File: config.mk
export PLATFORM = sky130hd
export DESIGN_NAME = apb_slave_ws
export DESIGN_NICKNAME = d
export VERILOG_FILES = /design/src/rtl/apb_slave_ws.sv
export SDC_FILE = /design/constraint.sdc
export NUM_CORES = 1
export LEC_CHECK = 0
export CORE_ASPECT_RATIO = 1.4
export CORE_MARGIN = 1.5
export CORE_UTILIZATION = 50
export DETAILED_ROUTE_END_ITERATION = 16
export GPL_TIMING_DRIVEN = 0
export PLACE_DENSITY = 0.67
export SLEW_MARGIN = 15
export SYNTH_ARGS = -nofsm -noshare
export SYNTH_HDL_FRONTEND = slang
export SYNTH_SLANG_ARGS = --single-unit
File: constraint.sdc
create_clock -name I_PCLK -period 6.4 [get_ports I_PCLK]
set_input_delay 0.96 -clock I_PCLK [delete_from_list [all_inputs] [get_ports I_PCLK]]
set_output_delay 0.96 -clock I_PCLK [all_outputs]
set_load 0.01 [all_outputs]
File: src/rtl/apb_slave_ws.sv
// APB4-style memory slave with programmable read/write wait states and registered read data.
// Optional macro APB_SLAVE_PSTRB_EN enables per-byte write strobes.
module apb_slave_ws #(
    parameter int unsigned MEM_DEPTH   = 16,
    parameter int unsigned ADDR_WIDTH  = 16,
    parameter int unsigned DATA_WIDTH  = 32,
    parameter int unsigned BASEADDRESS = 0,
    parameter int unsigned WR_WAIT     = 0,
    parameter int unsigned RD_WAIT     = 1
) (
    input  logic                    I_PCLK,
    input  logic                    I_PRESET,
    input  logic [ADDR_WIDTH-1:0]   I_PADDR,
    input  logic                    I_PSEL,
    input  logic                    I_PENABLE,
    input  logic                    I_PWRITE,
    input  logic [DATA_WIDTH-1:0]   I_PWDATA,
    input  logic [DATA_WIDTH/8-1:0] I_PSTRB,
    output logic                    O_PREADY,
    output logic [DATA_WIDTH-1:0]   O_PRDATA,
    output logic                    O_PSLVERR
);

    localparam int unsigned NBYTES = DATA_WIDTH / 8;
    localparam int unsigned LSB    = $clog2(NBYTES);
    localparam int unsigned IDX_W  = $clog2(MEM_DEPTH);

    localparam logic [63:0] BASE64 = 64'(BASEADDRESS);
    localparam logic [63:0] END64  = BASE64 + 64'(MEM_DEPTH) * 64'(NBYTES);
    localparam logic [ADDR_WIDTH-1:0] ALIGN_MASK = ADDR_WIDTH'((64'd1 << LSB) - 64'd1);

    typedef enum logic [0:0] {StIdle, StAccess} state_e;

    state_e                state_q, state_d;
    logic [3:0]            cnt_q, cnt_d;
    logic [IDX_W-1:0]      idx_q, idx_d;
    logic                  err_q, err_d;
    logic                  write_q, write_d;
    logic [DATA_WIDTH-1:0] prdata_q, prdata_d;
    logic [DATA_WIDTH-1:0] mem_q [MEM_DEPTH];

    logic                  ready;
    logic                  mem_we;
    logic [63:0]           paddr64;
    logic                  setup_err;
    logic [IDX_W-1:0]      setup_idx;

    assign paddr64   = 64'(I_PADDR);
    assign setup_err = (paddr64 < BASE64) || (paddr64 >= END64) || (|(I_PADDR & ALIGN_MASK));
    assign setup_idx = IDX_W'((I_PADDR - ADDR_WIDTH'(BASEADDRESS)) >> LSB);

    always_comb begin
        state_d  = state_q;
        cnt_d    = cnt_q;
        idx_d    = idx_q;
        err_d    = err_q;
        write_d  = write_q;
        prdata_d = prdata_q;
        mem_we   = 1'b0;
        ready    = 1'b0;
        unique case (state_q)
            StIdle: begin
                // PENABLE high while idle is not a valid setup phase and is ignored
                if (I_PSEL && !I_PENABLE) begin
                    state_d = StAccess;
                    idx_d   = setup_idx;
                    err_d   = setup_err;
                    write_d = I_PWRITE;
                    cnt_d   = I_PWRITE ? 4'(WR_WAIT) : 4'(RD_WAIT);
                    if (!I_PWRITE) begin
                        prdata_d = setup_err ? '0 : mem_q[setup_idx];
                    end
                end
            end
            StAccess: begin
                ready = I_PSEL && I_PENABLE && (cnt_q == 4'd0);
                if (!I_PSEL) begin
                    state_d = StIdle;
                end else if (ready) begin
                    state_d = StIdle;
                    mem_we  = write_q && !err_q;
                end else if (I_PENABLE) begin
                    cnt_d = cnt_q - 4'd1;
                end
            end
            default: state_d = StIdle;
        endcase
    end

    always_ff @(posedge I_PCLK) begin
        if (I_PRESET) begin
            state_q  <= StIdle;
            cnt_q    <= '0;
            idx_q    <= '0;
            err_q    <= 1'b0;
            write_q  <= 1'b0;
            prdata_q <= '0;
        end else begin
            state_q  <= state_d;
            cnt_q    <= cnt_d;
            idx_q    <= idx_d;
            err_q    <= err_d;
            write_q  <= write_d;
            prdata_q <= prdata_d;
        end
    end

    always_ff @(posedge I_PCLK) begin
        if (I_PRESET) begin
            for (int i = 0; i < int'(MEM_DEPTH); i++) begin
                mem_q[i] <= '0;
            end
        end else if (mem_we) begin
`ifdef APB_SLAVE_PSTRB_EN
            for (int b = 0; b < int'(NBYTES); b++) begin
                if (I_PSTRB[b]) begin
                    mem_q[idx_q][b*8 +: 8] <= I_PWDATA[b*8 +: 8];
                end
            end
`else
            mem_q[idx_q] <= I_PWDATA;
`endif
        end
    end

`ifndef APB_SLAVE_PSTRB_EN
    logic unused_strb;
    assign unused_strb = ^I_PSTRB;
`endif

    assign O_PREADY  = ready;
    assign O_PSLVERR = ready && err_q;
    assign O_PRDATA  = prdata_q;

endmodule

==> impl_metrics.json, run 1 <==
{
  "chipHeight_um": 268,
  "final_common_cell": "and2_1",
  "cp-end-kind": "flop",
  "num-fill-cells": 3826,
  "cts_tree": "done",
  "hold_class": "reg -> reg",
  "ff_latch_area_mm2": 0.0162,
  "drc": 0,
  "switchingPower_w": 0.00170,
  "numCtsBuffers": 52,
  "top_usage_layer": "met2",
  "ctsLongestPathBuffers": 3,
  "holdWs_ps": 476,
  "tightest_slew_ps": 1170,
  "grtUsageMet1": 0.338,
  "p_int_w": 0.00596,
  "grt_max_degree": 33,
  "p_per_area_mw_per_mm2": 268,
  "post_cts_buffers": 0,
  "ys_ff_latch": 555,
  "design.core.area_mm2": 0.0492,
  "grt_pass1_vias": 15900,
  "p_seq_frac": 0.534,
  "drive_gt1_frac": 0.137,
  "fmax_mhz": 280,
  "setup-tns-final_ps": 0,
  "async_reset_ff_frac": 0,
  "antenna_left": 0,
  "finalSetupViolCount": 0,
  "initial_core_util": 0.508,
  "cts.sinks": 555,
  "max-slew-margin-rel": 0.219,
  "rsz0062_at_grt": "no",
  "combinationalPowerShare": 0.069,
  "status": "finished, final reports clean",
  "synth_edf_count": 512,
  "switching_share": 0.222,
  "ys_seq_area_frac": 0.649,
  "max-cap-violations": 0,
  "ys.flop_type": "edfxtp_1",
  "finClkSkew_ps": 13.4,
  "pwr-share-clk": 0.397,
  "ios": 91,
  "startpoint_type": "primary input",
  "insertion_delay_ps": 610,
  "crit_required_ps": 6620,
  "peakVddDrop_mv": 0.204,
  "dr.pass1.iters": 5,
  "num_vias": 15300,
  "ys_warn_count": 0,
  "hold_violations": 0,
  "gp_congestion": 0.810,
  "drtIter0Drc": 1472,
  "syn_to_final_growth_pct": 14.2,
  "ctsResizeCount": 0,
  "port_buffers": 82,
  "num_rows": 96,
  "min_period_over_period": 0.558,
  "die-area_mm2": 0.0514,
  "grt_pass1_wl_um": 103000,
  "synth_area_mm2": 0.0250,
  "wirelength_um": 70400,
  "crit_fanout": 32,
  "cts_root_buf": "clkbuf_16",
  "hold_buffers": 0,
  "grt_overflow": 0,
  "ys_types": 42,
  "report.final.slew_viol_count": 0,
  "routed_via_density": 5.95,
  "syn_inst": 1732,
  "h-tree-depth": 2,
  "chipWidth_um": 192,
  "mostFrequentLayoutCells": "515 x and2_1, 512 x edfxtp_1, 134 x mux2i_1",
  "hpwl_um": 46500,
  "critPathKind": "in -> reg",
  "power.leakage_nw": 10.6,
  "antenna_found_initial": 1,
  "syn_nets": 1790,
  "crit_arrival_ps": 3790,
  "fin_nets": 1940,
  "period_needed_ps": 3570,
  "syn_avg_cell_area_um2": 14.5,
  "multi_input_area_mm2": 0.00814,
  "routedWlPerCell_um": 27.5,
  "track_usage": 0.282,
  "use_met2": 0.488,
  "cts.reportedPaths.clkPinSlew_ps": 70,
  "grt_use_met3": 0.0358
}
per-layer routing:
metal | routed length (um) | up-vias
met4 | 4120 | 2
met3 | 4600 | 206
met2 | 36000 | 696
met1 | 25700 | 7731
met5 | 10 | -
li1 | - | 6622
critical path: stages:
cell,delay [ps]
clkdlybuf4s50_1,570
and3_1,270
nand4_4,220
nor4_2,690
or2_2,1020
power by group through the flow:
stage / Combinational (W) / Clock, W / Sequential, W
finish: 0.000531 / 0.00304 / 0.00409
global route: 0.000559 / 0.00317 / 0.00410
global placement: 0.000500 / 0 / 0.00417
detailed placement: 0.000529 / 0 / 0.00417
CTS: 0.000530 / 0.00306 / 0.00409
floorplan: 0.000294 / 0 / 0.00416
synthesized netlist by cell type, drive strengths merged (2+ instances only):
master / count / area (um^2)
and2: 515 / 3220
nor3b: 2 / 20.0
clkbuf: 100 / 375
edfxtp: 512 / 15400
nand2: 69 / 259
and3: 3 / 18.8
nor3: 13 / 133
nand2b: 5 / 31.3
nand4: 34 / 228
or4b: 2 / 20.0
nand3b: 2 / 15.0
a21oi: 2 / 10.0
mux2: 32 / 360
nor2b: 3 / 18.8
or3: 3 / 18.8
o211ai: 32 / 240
nor2: 10 / 37.5
buf: 52 / 269
dfxtp: 43 / 861
a22oi: 64 / 480
nor4: 7 / 68.8
mux2i: 134 / 1340
or2: 17 / 106
mux4: 64 / 1440
inv: 3 / 11.3
o21ai: 3 / 15.0
area by class of cell:
cell class | count | share of cell area
repair buffers | 96 | 0.0388
well taps | 637 | 0.0279
clock buffers | 85 | 0.0534
inverters | 3 | 0.000394
flip-flops and latches | 555 | 0.568
plain buffers | 152 | 0.0225
multi-input cells | 1022 | 0.285
diodes | 1 | 0.0000876
clock inverters | 13 | 0.00416
path summary, 6_finish.rpt:
check,from,end,depth (start not counted),slack [ps]
hold reg to reg,O_PRDATA[28]$_SDFFE_PP0P_,O_PRDATA[28]$_SDFFE_PP0P_,2,480
hold / removal,O_PRDATA[28]$_SDFFE_PP0P_,O_PRDATA[28]$_SDFFE_PP0P_,2,480
setup reg to reg,cnt_q[0]$_SDFFE_PP0P_,mem_q[6][31]$_SDFFCE_PN0P_,6,3130
setup / recovery,I_PENABLE,mem_q[6][31]$_SDFFCE_PN0P_,5,2830
stage by stage:
| stage | total power (W) | instances | util | worst slack [ps] | instance area (um^2) |
|---|---|---|---|---|---|
| floorplan | 0.00445 | 1732 | - | 3390 | 25000 |
| global route | 0.00784 | 2563 | 0.580 | 2710 | 28600 |
| CTS | 0.00768 | 2562 | 0.580 | 2790 | 28600 |
| detailed placement | 0.00470 | 2464 | 0.546 | 2170 | 26900 |
| finish | 0.00766 | 2564 | 0.580 | 2830 | 28600 |
| global placement | 0.00467 | 2451 | 0.541 | 1470 | 26600 |
flip-flops by register name (all words and copies together), names as in the netlist:
| name | cells |
|---|---|
| mem_q | 512 |
| O_PRDATA | 32 |
| cnt_q | 4 |
| idx_q | 4 |
| err_q | 1 |
| state_q | 1 |
| write_q | 1 |
logic make-up after synthesis:
| logic type | count (synthesis) | synth area share |
|---|---|---|
| AOI/OAI and AO/OA | 104 | 0.0306 |
| adders and majority gates | 1 | 0.000500 |
| buffers and inverters | 155 | 0.0262 |
| DFF | 555 | 0.649 |
| muxes | 230 | 0.126 |
| and+or+nand+nor | 687 | 0.168 |
(Power assumes the default switching activity.)
==> inputs of run 2 (changes only) <==
--- a/config.mk
+++ b/config.mk
@@ -10,7 +10,7 @@
 export CORE_UTILIZATION = 50
 export DETAILED_ROUTE_END_ITERATION = 16
 export GPL_TIMING_DRIVEN = 0
-export PLACE_DENSITY = 0.67
+export PLACE_DENSITY = 0.7
 export SLEW_MARGIN = 15
 export SYNTH_ARGS = -nofsm -noshare
 export SYNTH_HDL_FRONTEND = slang
==> constraint.sdc (replaced) <==
create_clock -name I_PCLK -period 3 [get_ports I_PCLK]
set_input_delay 0.45 -clock I_PCLK [delete_from_list [all_inputs] [get_ports I_PCLK]]
set_output_delay 0.45 -clock I_PCLK [all_outputs]
set_load 0.01 [all_outputs]
==> impl_metrics.json, run 2 (synthesis gave the netlist of run 1 again) <==
{
  "critPathKind": "reg -> reg",
  "cp_cell_sequence": "inv_1, ha_1, nor3b_2, nand4_4, nor4_2, or2_4",
  "min_period_over_period": 1.02,
  "min_from": "I_PADDR[5]",
  "r2r_cells": 6,
  "finalSetupViolCount": 52,
  "cpPeakStageDelay_ps": 790,
  "drtIter0Drc": 1598,
  "setup-tns-final_ps": -1700,
  "met2WireLength_um": 36300,
  "p_per_area_mw_per_mm2": 577,
  "drive_gt1_frac": 0.144,
  "top_layer": "met4",
  "hpwl_um": 46600,
  "peakVddDrop_mv": 0.518,
  "drc": 0,
  "numCtsBuffers": 52,
  "status": "finished with violations",
  "cts_root_buf": "clkbuf_16",
  "path_buf_inv": 1,
  "reg2reg_from": "cnt_q[0]$_SDFFE_PP0P_",
  "port_buffers": 82,
  "wirelength_um": 70500,
  "wl_met1_um": 25000,
  "cp-end-kind": "flop",
  "crit_required_ps": 3220,
  "chipWidth_um": 192,
  "h-tree-depth": 2,
  "grt_pass1_wl_um": 101000,
  "max-slew-margin-rel": 0.328,
  "hold_buffers": 0,
  "finClkSkew_ps": 25.8,
  "largest_reg_flops": 512,
  "insertion_delay_ps": 590,
  "cts.sinks": 555,
  "fin_ws_ps": -60.5,
  "cts_tree": "done",
  "track_usage": 0.278,
  "power.leakage_nw": 10.8,
  "dr.pass1.iters": 9,
  "startpoint_type": "flop",
  "fin_nets": 1942,
  "gp_congestion": 0.836,
  "chipHeight_um": 268,
  "ctsLongestPathBuffers": 3,
  "initial_core_util": 0.508,
  "syn_to_final_growth_pct": 15.1,
  "report.final.slew_viol_count": 0,
  "tightest_slew_ps": 1010,
  "hold_path_depth": 3,
  "violations": "negative setup slack",
  "antenna_left": 0,
  "rsz0062_at_grt": "yes",
  "fmax_mhz": 327,
  "num_vias": 15400,
  "regMostFlops": "mem_q",
  "antenna_found_initial": 1,
  "cp_top_family": "simple AND/OR/NAND/NOR gates",
  "die-area_mm2": 0.0514,
  "min_to": "O_PRDATA[31]$_SDFFE_PP0P_",
  "slowest_stage": "nor4_2",
  "grt_max_degree": 33,
  "cts.reportedPaths.clkPinSlew_ps": 60,
  "ios": 91,
  "post-route-util": 0.585,
  "num_rows": 96,
  "grt_pass1_vias": 15700,
  "rrSetupSlack_ps": -60,
  "mostFrequentLayoutCells": "515 x and2_1, 512 x edfxtp_1, 134 x mux2i_1",
  "hold_class": "in -> reg",
  "routedWlPerCell_um": 27.5,
  "hold_violations": 0,
  "wl_met3_um": 5500,
  "max-cap-violations": 0,
  "r2r_end": "mem_q[6][19]$_SDFFCE_PN0P_",
  "crit_arrival_ps": 3280,
  "period_needed_ps": 3060,
  "routed_via_density": 5.98,
  "grt_overflow": 0,
  "final_common_cell": "and2_1",
  "design.core.area_mm2": 0.0492,
  "crit_fanout": 32
}
==> run 2: area by class of cell <==
cell class / instances / area [um^2]
Antenna cell: 1 / 2.50
Buffer: 152 / 647
Clock buffer: 62 / 1400
Clock inverter: 36 / 332
Fill cell: 3821 / 20400
Inverter: 3 / 11.3
Multi-Input combinational cell: 1023 / 8230
Sequential cell: 555 / 16200
Tap cell: 637 / 797
Timing Repair Buffer: 97 / 1150
==> run 2: layer usage <==
| layer | track usage | up-vias |
|---|---|---|
| li1 | - | 6643 |
| met1 | 0.329 | 7766 |
| met2 | 0.486 | 747 |
| met3 | 0.0435 | 200 |
| met4 | 0.148 | 0 |
| met5 | 0 | - |
==> run 2: timing repair <==
action / CTS / global route
resized for setup: 12 / 13
setup buffers: 0 / 2
gates cloned: 0 / 1
endpoints found under the setup margin: 210 / 202
pin swaps: 0 / 1
endpoints found under the hold margin: 0 / 0
==> run 2: how the worst max path moves through the flow <==
stage	start	to	slack (ps)	cells after the start
2_1_floorplan	cnt_q[0]$_SDFFE_PP0P_	mem_q[11][0]$_SDFFCE_PN0P_	380	7
3_3_place_gp	I_PENABLE	mem_q[2][19]$_SDFFCE_PN0P_	-1330	5
3_5_place_dp	I_PENABLE	mem_q[9][29]$_SDFFCE_PN0P_	-690	5
4_1_cts	cnt_q[0]$_SDFFE_PP0P_	mem_q[1][14]$_SDFFCE_PN0P_	-0.8	8
5_1_grt	cnt_q[0]$_SDFFE_PP0P_	mem_q[6][19]$_SDFFCE_PN0P_	-160	6
6_report	cnt_q[0]$_SDFFE_PP0P_	mem_q[6][19]$_SDFFCE_PN0P_	-60	6
==> run 2: metrics by stage <==
step	instances	setup slack, ps	hold WS (ps)	total power, W	cell area [um^2]
global placement	2451	-1330	460	0.00995	26600
detailed placement	2464	-693	472	0.0100	26900
global route	2566	-155	454	0.0170	28800
CTS	2562	-0.831	441	0.0166	28700
floorplan	1732	383	457	0.00950	25000
finish	2566	-60.5	433	0.0166	28800
==> run 2: worst reg2reg max path, cell delays in order, from the launching register on <==
cell	delay (ps)
dfxtp_1	330
inv_1	60
ha_1	180
nor3b_2	300
nand4_4	290
nor4_2	800
or2_4	690
==> run 2: report_power, final <==
part	internal, W	switching, W	total, W
clock	0.00384	0.00290	0.00675
combinational	0.000427	0.000716	0.00114
sequential	0.00866	0.0000756	0.00873
total	0.0129	0.00370	0.0166
